<file path="src/rtl/cache_requester.sv">
// cache_requester: single-outstanding requester in front of a duplicated SRAM pair.
// Each read samples both copies and flags any difference. A flagged difference
// bumps a saturating error counter.
//
// Optional feature: define CACHE_REQUESTER_SCRUB_EN to rewrite copy-1 data to
// the address after a mismatched read. This write happens before the response.
//
// Ports:
//   Clk_CI, Rst_RI               clock, synchronous active-high reset
//   ReqValid_SI/ReqReady_SO      request handshake
//   ReqWrEn_SI, ReqBEn_SI,
//   ReqAddr_DI, ReqWrData_DI     request fields (latched on acceptance)
//   RspValid_SO/RspReady_SI      response handshake
//   RspData_DO, RspErr_SO        read data (copy 1), copy-mismatch flag
//   ErrCnt_DO                    saturating mismatch count
//   CSel_SO, WrEn_SO, BEn_SO,
//   WrData_DO, Addr_DO           command to both SRAM copies
//   RdData_DI_1, RdData_DI_2     read data from copy 1 / copy 2
module cache_requester #(
  parameter int ADDR_WIDTH = 7,
  parameter int OUT_REGS   = 0
) (
  input  logic                  Clk_CI,
  input  logic                  Rst_RI,
  input  logic                  ReqValid_SI,
  output logic                  ReqReady_SO,
  input  logic                  ReqWrEn_SI,
  input  logic [7:0]            ReqBEn_SI,
  input  logic [ADDR_WIDTH-1:0] ReqAddr_DI,
  input  logic [63:0]           ReqWrData_DI,
  output logic                  RspValid_SO,
  input  logic                  RspReady_SI,
  output logic [63:0]           RspData_DO,
  output logic                  RspErr_SO,
  output logic [15:0]           ErrCnt_DO,
  output logic                  CSel_SO,
  output logic                  WrEn_SO,
  output logic [7:0]            BEn_SO,
  output logic [63:0]           WrData_DO,
  output logic [ADDR_WIDTH-1:0] Addr_DO,
  input  logic [63:0]           RdData_DI_1,
  input  logic [63:0]           RdData_DI_2
);

  localparam int CNT_W = (OUT_REGS > 0) ? $clog2(OUT_REGS + 1) : 1;

  typedef enum logic [2:0] {IDLE, ISSUE, WAIT, SCRUB, RESP} state_e;

  state_e                  state_q, state_d;
  logic                    wr_en_q, wr_en_d;
  logic [7:0]              ben_q, ben_d;
  logic [ADDR_WIDTH-1:0]   addr_q, addr_d;
  logic [63:0]             wdata_q, wdata_d;
  logic [CNT_W-1:0]        cnt_q, cnt_d;
  logic [63:0]             rsp_data_q, rsp_data_d;
  logic                    rsp_err_q, rsp_err_d;
  logic [15:0]             err_cnt_q, err_cnt_d;
  logic                    mismatch;

  assign mismatch    = (RdData_DI_1 != RdData_DI_2);
  assign RspData_DO  = rsp_data_q;
  assign RspErr_SO   = rsp_err_q;
  assign ErrCnt_DO   = err_cnt_q;

  always_comb begin
    state_d    = state_q;
    wr_en_d    = wr_en_q;
    ben_d      = ben_q;
    addr_d     = addr_q;
    wdata_d    = wdata_q;
    cnt_d      = cnt_q;
    rsp_data_d = rsp_data_q;
    rsp_err_d  = rsp_err_q;
    err_cnt_d  = err_cnt_q;
    ReqReady_SO = 1'b0;
    RspValid_SO = 1'b0;
    CSel_SO     = 1'b0;
    WrEn_SO     = 1'b0;
    BEn_SO      = '0;
    WrData_DO   = '0;
    Addr_DO     = '0;

    case (state_q)
      IDLE: begin
        ReqReady_SO = 1'b1;
        if (ReqValid_SI) begin
          wr_en_d = ReqWrEn_SI;
          ben_d   = ReqBEn_SI;
          addr_d  = ReqAddr_DI;
          wdata_d = ReqWrData_DI;
          state_d = ISSUE;
        end
      end
      ISSUE: begin
        CSel_SO   = 1'b1;
        WrEn_SO   = wr_en_q;
        BEn_SO    = ben_q;
        WrData_DO = wdata_q;
        Addr_DO   = addr_q;
        cnt_d     = '0;
        if (wr_en_q) begin
          rsp_data_d = '0;
          rsp_err_d  = 1'b0;
          state_d    = RESP;
        end else begin
          state_d = WAIT;
        end
      end
      WAIT: begin
        // Last WAIT cycle is the one where SRAM read data is valid.
        if (cnt_q == CNT_W'(OUT_REGS)) begin
          rsp_data_d = RdData_DI_1;
          rsp_err_d  = mismatch;
          if (mismatch && (err_cnt_q != 16'hFFFF))
            err_cnt_d = err_cnt_q + 16'd1;
          state_d = RESP;
`ifdef CACHE_REQUESTER_SCRUB_EN
          if (mismatch) state_d = SCRUB;
`endif
        end else begin
          cnt_d = cnt_q + CNT_W'(1);
        end
      end
      SCRUB: begin
`ifdef CACHE_REQUESTER_SCRUB_EN
        // Rewrite both copies with copy-1 data captured at the sample.
        CSel_SO   = 1'b1;
        WrEn_SO   = 1'b1;
        BEn_SO    = 8'hFF;
        WrData_DO = rsp_data_q;
        Addr_DO   = addr_q;
        state_d   = RESP;
`else
        state_d   = IDLE;
`endif
      end
      RESP: begin
        RspValid_SO = 1'b1;
        if (RspReady_SI) state_d = IDLE;
      end
      default: state_d = IDLE;
    endcase
  end

  always_ff @(posedge Clk_CI) begin
    if (Rst_RI) begin
      state_q    <= IDLE;
      wr_en_q    <= 1'b0;
      ben_q      <= '0;
      addr_q     <= '0;
      wdata_q    <= '0;
      cnt_q      <= '0;
      rsp_data_q <= '0;
      rsp_err_q  <= 1'b0;
      err_cnt_q  <= '0;
    end else begin
      state_q    <= state_d;
      wr_en_q    <= wr_en_d;
      ben_q      <= ben_d;
      addr_q     <= addr_d;
      wdata_q    <= wdata_d;
      cnt_q      <= cnt_d;
      rsp_data_q <= rsp_data_d;
      rsp_err_q  <= rsp_err_d;
      err_cnt_q  <= err_cnt_d;
    end
  end

endmodule

</file>
<file path="config.mk">
export PLATFORM = sky130hd
export DESIGN_NAME = cache_requester
export DESIGN_NICKNAME = d
export VERILOG_FILES = /design/src/rtl/cache_requester.sv
export SDC_FILE = /design/constraint.sdc
export NUM_CORES = 1
export LEC_CHECK = 0
export BUFFER_PORTS_ARGS = -buffer_cell sky130_fd_sc_hd__buf_4
export CELL_PAD_IN_SITES_DETAIL_PLACEMENT = 0
export CELL_PAD_IN_SITES_GLOBAL_PLACEMENT = 2
export CORE_MARGIN = 5
export CORE_UTILIZATION = 24
export CTS_CLUSTER_DIAMETER = 150
export CTS_CLUSTER_SIZE = 24
export DETAILED_ROUTE_END_ITERATION = 8
export HOLD_SLACK_MARGIN = 0.02
export PLACE_DENSITY_LB_ADDON = 0.1
export SYNTH_ARGS = -nofsm -noshare
export SYNTH_HDL_FRONTEND = slang
export SYNTH_SLANG_ARGS = --single-unit
export TNS_END_PERCENT = 50
</file>
<file path="constraint.sdc">
create_clock -name Clk_CI -period 3 [get_ports Clk_CI]
set_clock_uncertainty 0.2 [all_clocks]
set_input_delay 0.3 -clock Clk_CI [delete_from_list [all_inputs] [get_ports Clk_CI]]
set_output_delay 0.3 -clock Clk_CI [all_outputs]
set_load 0.01 [all_outputs]
</file>
# After elaboration in Yosys (flattened, before gate mapping)
# Index checks and enable logic that the tools add are counted.
[classes] multipliers=0 n_eq_ne=9 n_mux=20 n_shift=0 addsub=2 div_mod_pow=0 n_reduce_logical=7 bitwise_logic=1 n_lt_le_gt_ge=0
[ops] operator="$mux W64" n=3
[ops] operator="$pmux W64 S2" n=1
[ops] operator="$ne A64 B64 Y1" n=1
[ops] operator="$add A16 B1 Y16 const B" n=1
[ops] operator="$ne A16 B16 Y1 const B" n=1
[ops] operator="$mux W3" n=4
[ops] operator="$pmux W3 S4" n=1
[ops] operator="$reduce_and A3 Y1" n=3
[ops] operator="$mux W8" n=1
[ops] operator="$ne A2 B2 Y1 const B" n=4
[ops] operator="$mux W1" n=7
[ops] operator="$mux W7" n=1
[ops] operator="$pmux W1 S2" n=2
[ops] operator="$eq A3 B1 Y1 const B" n=1
[ops] operator="$eq A3 B2 Y1 const B" n=1
[ops] operator="$eq A3 B3 Y1 const B" n=1
[ops] operator="$logic_not A3 Y1" n=1
[ops] operator="$reduce_and A2 Y1" n=1
[ops] operator="$reduce_bool A2 Y1" n=1
[ops] operator="$add A1 B1 Y1 const B" n=1
[ops] operator="$logic_and A1 B1 Y1" n=1
[ops] operator="$not A1 Y1" n=1
[word_totals] latch_bits=0 reg_bits=165 ram_bits=0 mem_bits_ro=0 n_memories=0 output_inout_bits=164

# Depth between registers and ports, before layout
[depth] ltp_word=3 ltp_mapped=7

# Worst setup path before layout
# OpenSTA, ideal clock, no wires.
[synth_timing] kind="reg2reg" from="reg state_q[1]" to="reg err_cnt_q[15] (netlist: ErrCnt_DO[15])" setup_ns=0.070 required_time_ns=2.730 stages_incl_launch_ff=6 n_path_buf=1 arrival_time_ns=1.900 slack_ns=0.829 cell_sequence="dfxtp_1 or3b_1 buf_2 or4_4 or4_1 a21oi_1"
[synth_between] elab_chain_len=2
[synth_rtl] element="from (decl)" line="49" source="state_e state_q, state_d;"
[synth_rtl] element="from (signal assigned)" line="157" source="state_q <= state_d;"
[synth_rtl] element="$eq A3 B2 Y1" line="83" source="case (state_q)"
[synth_rtl] element="$reduce_and A3 Y1 (no source line)"
[synth_rtl] element="to (signal assigned)" line="165" source="err_cnt_q <= err_cnt_d;"
[synth_rtl] element="to (decl)" line="57" source="logic [15:0] err_cnt_q, err_cnt_d;"
# Every way passes these cells.
# A chain may end at the register's enable or synchronous reset.

# Worst setup path in the final report
[layout_timing] from="in RdData_DI_1[52]" to="reg err_cnt_q[5] (netlist: ErrCnt_DO[5])"
[layout_between] elab_chain_len=3
[layout_rtl] element="from (decl)" line="41" source="input logic [63:0] RdData_DI_1,"
[layout_rtl] element="$ne A64 B64 Y1" line="60" source="assign mismatch = (RdData_DI_1 != RdData_DI_2);"
[layout_rtl] element="$logic_and A1 B1 Y1" line="114" source="if (mismatch && (err_cnt_q != 16'hFFFF))"
[layout_rtl] element="$reduce_and A3 Y1 (no source line)"
# Every way passes these cells.

==> summary.txt <==
Run status
  • Status: completed

Global routing
  • Largest net degree at the start of global routing: roughly 110
  • Total GRT Usage: 0.1810
  • First-pass GRT wire length: between 40000 and 50000 µm
  • GRT Residual Overflow: 0
  • Initial antenna violation count: 1
  • Vias in the first global route: a little over 8000

Die
  • Initial core utilization: 0.2431
  • # rows: 63
  • Die H: around 180 µm
  • Die W: about 180 µm
  • Die area: 33670 µm²
  • IO Count: 376
  • Core area: approximately 30000 µm²

Worst setup path
  • Crit path DAT: 2.89 ns
  • CP Launch Type: input pin
  • CP Cell Sequence: dlygate4sd3_1 > buf_4 > xor2_1 > nor4_1 > buf_4 > nand4_1 > nor4_4 > buf_12 > nor3_1 > mux2_1
  • FF-to-FF Start: ErrCnt_DO[4]
  • CP max FO: 24
  • Setup CP Type: in2reg
  • R2R Path End: ErrCnt_DO[4]
  • Critical path's largest stage delay: roughly 0.54 ns
  • Most Frequent Cell on Critical Path: buf_4
  • Slowest CP cell: dlygate4sd3_1
  • CP Capture Type: flop
  • Required time of the critical path: about 3.1 ns
  • R2R Setup Slk: about 0.72 ns
  • R2R cell count: 7

Flow run
  • Max Cap Viol: 0

Clock network
  • TritonCTS clock tree: built
  • Reg clk slew, reported paths: approximately 0.070 ns
  • Root buffer selected by CTS: clkbuf_16
  • Sink Count: ~160
  • H-tree Lvls: 4
  • Clock Tree Buf Depth: 2
  • Setup Buffers After CTS: 0
  • Clock Latency Late Sink: roughly 0.42 ns
  • Total CTS buffers: 17

Worst hold path
  • Worst Hold Launch: RdData_DI_1[58]
  • Worst Hold End: RspData_DO[58]
  • Worst hold path class: in2reg
  • Hold depth: 3

Timing
  • Fin. max-slew vios: 0
  • Hold WS: between 0.04 and 0.05 ns
  • Hold Violations, Final: 0
  • Max-slew headroom: 0.3879
  • Setup TNS: 0 ns
  • Fmax: between 300 and 400 MHz
  • Setup violators final: 0
  • Final cycle utilization of the critical path: 0.9282
  • Actual transition at the worst max-transition pin: approximately 0.92 ns
  • Minimum clock period: between 2 and 3 ns
  • RSZ-0062 raised after global routing: no

Power
  • PD cells: approximately 450 nW/µm²
  • VDD IR-drop max: 265.8 µV
  • Lkg Pwr: approximately 5.4 nW

Synth
  • Sequential fraction of the synthesis area: 0.4545
  • Number of synthesized flops with an enable pin: 0
  • Main synth FF type: dfxtp_1
  • Syn Nets: ~1100
  • Synth warn: 0
  • Share of the synthesized area in the top cell type: 0.4545
  • Synth area leaders: dfxtp_1 45%, nand2_1 12%, a21oi_1 11%, xor2_1 7.8%, and2_1 6.9%
  • Synth Cell Area: slightly above 7000 µm²
  • Count of state elements after synthesis: roughly 160
  • Mapped Avg Cell Area: between 7 and 8 µm²
  • Most frequent cell after synthesis: nand2_1
  • Asr flop ratio synth: 0
  • Commonest cells post-synth: 236 x nand2_1, 164 x dfxtp_1, 152 x a21oi_1
  • Yosys top cell by area: dfxtp_1
  • Post-Syn Instances: ~930
  • Library cells used by synthesis: 36

Drt
  • Routed len/inst: 17.54 µm
  • DR vias: roughly 8000
  • Number of nets with antenna violations after routing: 0
  • Routed wire length: between 30000 and 40000 µm
  • DR DRC count: 0
  • Drt via density: 4.426
  • Initial DRC Count: ~300
  • First-pass detailed-route iteration total: 4

Final layout
  • Filler Cell Count: 3108
  • Area growth syn-to-layout: 73.61%
  • Layout cell share with drive strength beyond 1: 0.2999
  • Post-layout net count: about 1600

Placed design
  • Post-detail-place hpwl: roughly 23000 µm
  • IO buf count: 375
  • Final Wtd Congestion: ~0.78
## metal layers
layer | part of all wire | vias up | global-route usage
li1 | - | 4057 | -
met1 | 0.42 | 3689 | 0.2271
met2 | 0.48 | 265 | 0.3073
met3 | 0.077 | 23 | 0.05421
met4 | 0.015 | 0 | 0.04112
met5 | 0 | - | 0
## report_power, final
| group | switching, mW | internal [mW] |
|---|---|---|
| Combinational | 0.467 | 0.513 |
| Clock | 1.01 | 1.27 |
| Sequential | 0.0470 | 2.28 |
| Total | 1.53 | 4.06 |
## cell families after synthesis
| kind of cell | Yosys count | synth area share |
|---|---|---|
| xor+xnor | 64 | 0.07759 |
| mux | 6 | 0.009179 |
| fa+ha+maj | 1 | 0.001732 |
| buf+inv | 69 | 0.03620 |
| compound gates | 164 | 0.1167 |
| flops | 164 | 0.4545 |
| simple gates | 458 | 0.3041 |
## stage by stage
step / worst slack [ns] / std cells / cell area [µm²] / utilization / power (mW)
2_1_floorplan: 0.8293 / 926 / 7224 / - / 2.720
3_3_place_gp: 0.3060 / 1638 / 10500 / 0.3533 / 3.213
3_5_place_dp: 0.3188 / 1638 / 10500 / 0.3533 / 3.218
4_1_cts: 0.2171 / 1814 / 12540 / 0.4220 / 5.699
5_1_grt: 0.1251 / 1815 / 12540 / 0.4220 / 5.879
6_report: 0.2155 / 1815 / 12540 / 0.4220 / 5.585
## area by class of cell
cell class                      instances  area (µm²)  share of cell area
Antenna cell                            1       2.502           0.0001995
Tap cell                              390       488.0             0.03891
Clock inverter                         13       166.4             0.01327
Multi-Input combinational cell        693        3709              0.2957
Clock buffer                           19       432.9             0.03452
Inverter                                2       7.507           0.0005986
Sequential cell                       164        3283              0.2618
Timing Repair Buffer                  533        4453              0.3550
## worst max path at each step
stage | startpoint | endpoint | slack, ns | cells past startpoint
final | RdData_DI_1[52] | ErrCnt_DO[5] | 0.22 | 10
after detailed placement | RdData_DI_1[60] | ErrCnt_DO[0] | 0.32 | 8
after floorplan | state_q[1] | ErrCnt_DO[15] | 0.83 | 5
after CTS | RdData_DI_1[9] | ErrCnt_DO[5] | 0.22 | 10
after global routing | RdData_DI_1[60] | ErrCnt_DO[0] | 0.13 | 9
after global placement | RdData_DI_1[52] | ErrCnt_DO[0] | 0.31 | 9
## cells in the final DEF (no fill, tap or decap), types with 3 or more instances in the layout
cell type,n
nand4_1,8
nor3b_1,3
and2_1,79
nand2_1,234
nor4_1,18
dfxtp_1,164
clkbuf_16,17
buf_12,7
nor3_1,4
nor2_1,9
inv_6,3
mux2_1,5
nor2b_1,5
nand3_1,72
or4_1,5
or3_1,7
buf_4,381
xor2_1,64
a21oi_1,152
o21ai_0,5
dlygate4sd3_1,144
clkinv_4,4
inv_8,4
## worst max-delay path, delay by kind of cell
family | cells | cell delay [ns]
AND/OR/NAND/NOR | 4 | 1.00
multiplexers | 1 | 0.31
buffers and inverters | 4 | 1.07
XOR/XNOR | 1 | 0.18
## timing repair
| action | 4_1_cts | 5_1_grt |
|---|---|---|
| hold buffers | 144 | 0 |
| resized for setup | 0 | 0 |
| hold endpoints to repair | 144 | 0 |
## registers in the layout, summed over array words and instances, names as in the netlist
signal	flops
ErrCnt_DO	16
RspData_DO	64
RspErr_SO	1
addr_q	7
ben_q	8
state_q	3
wdata_q	64
wr_en_q	1
(Power assumes the default switching activity.)
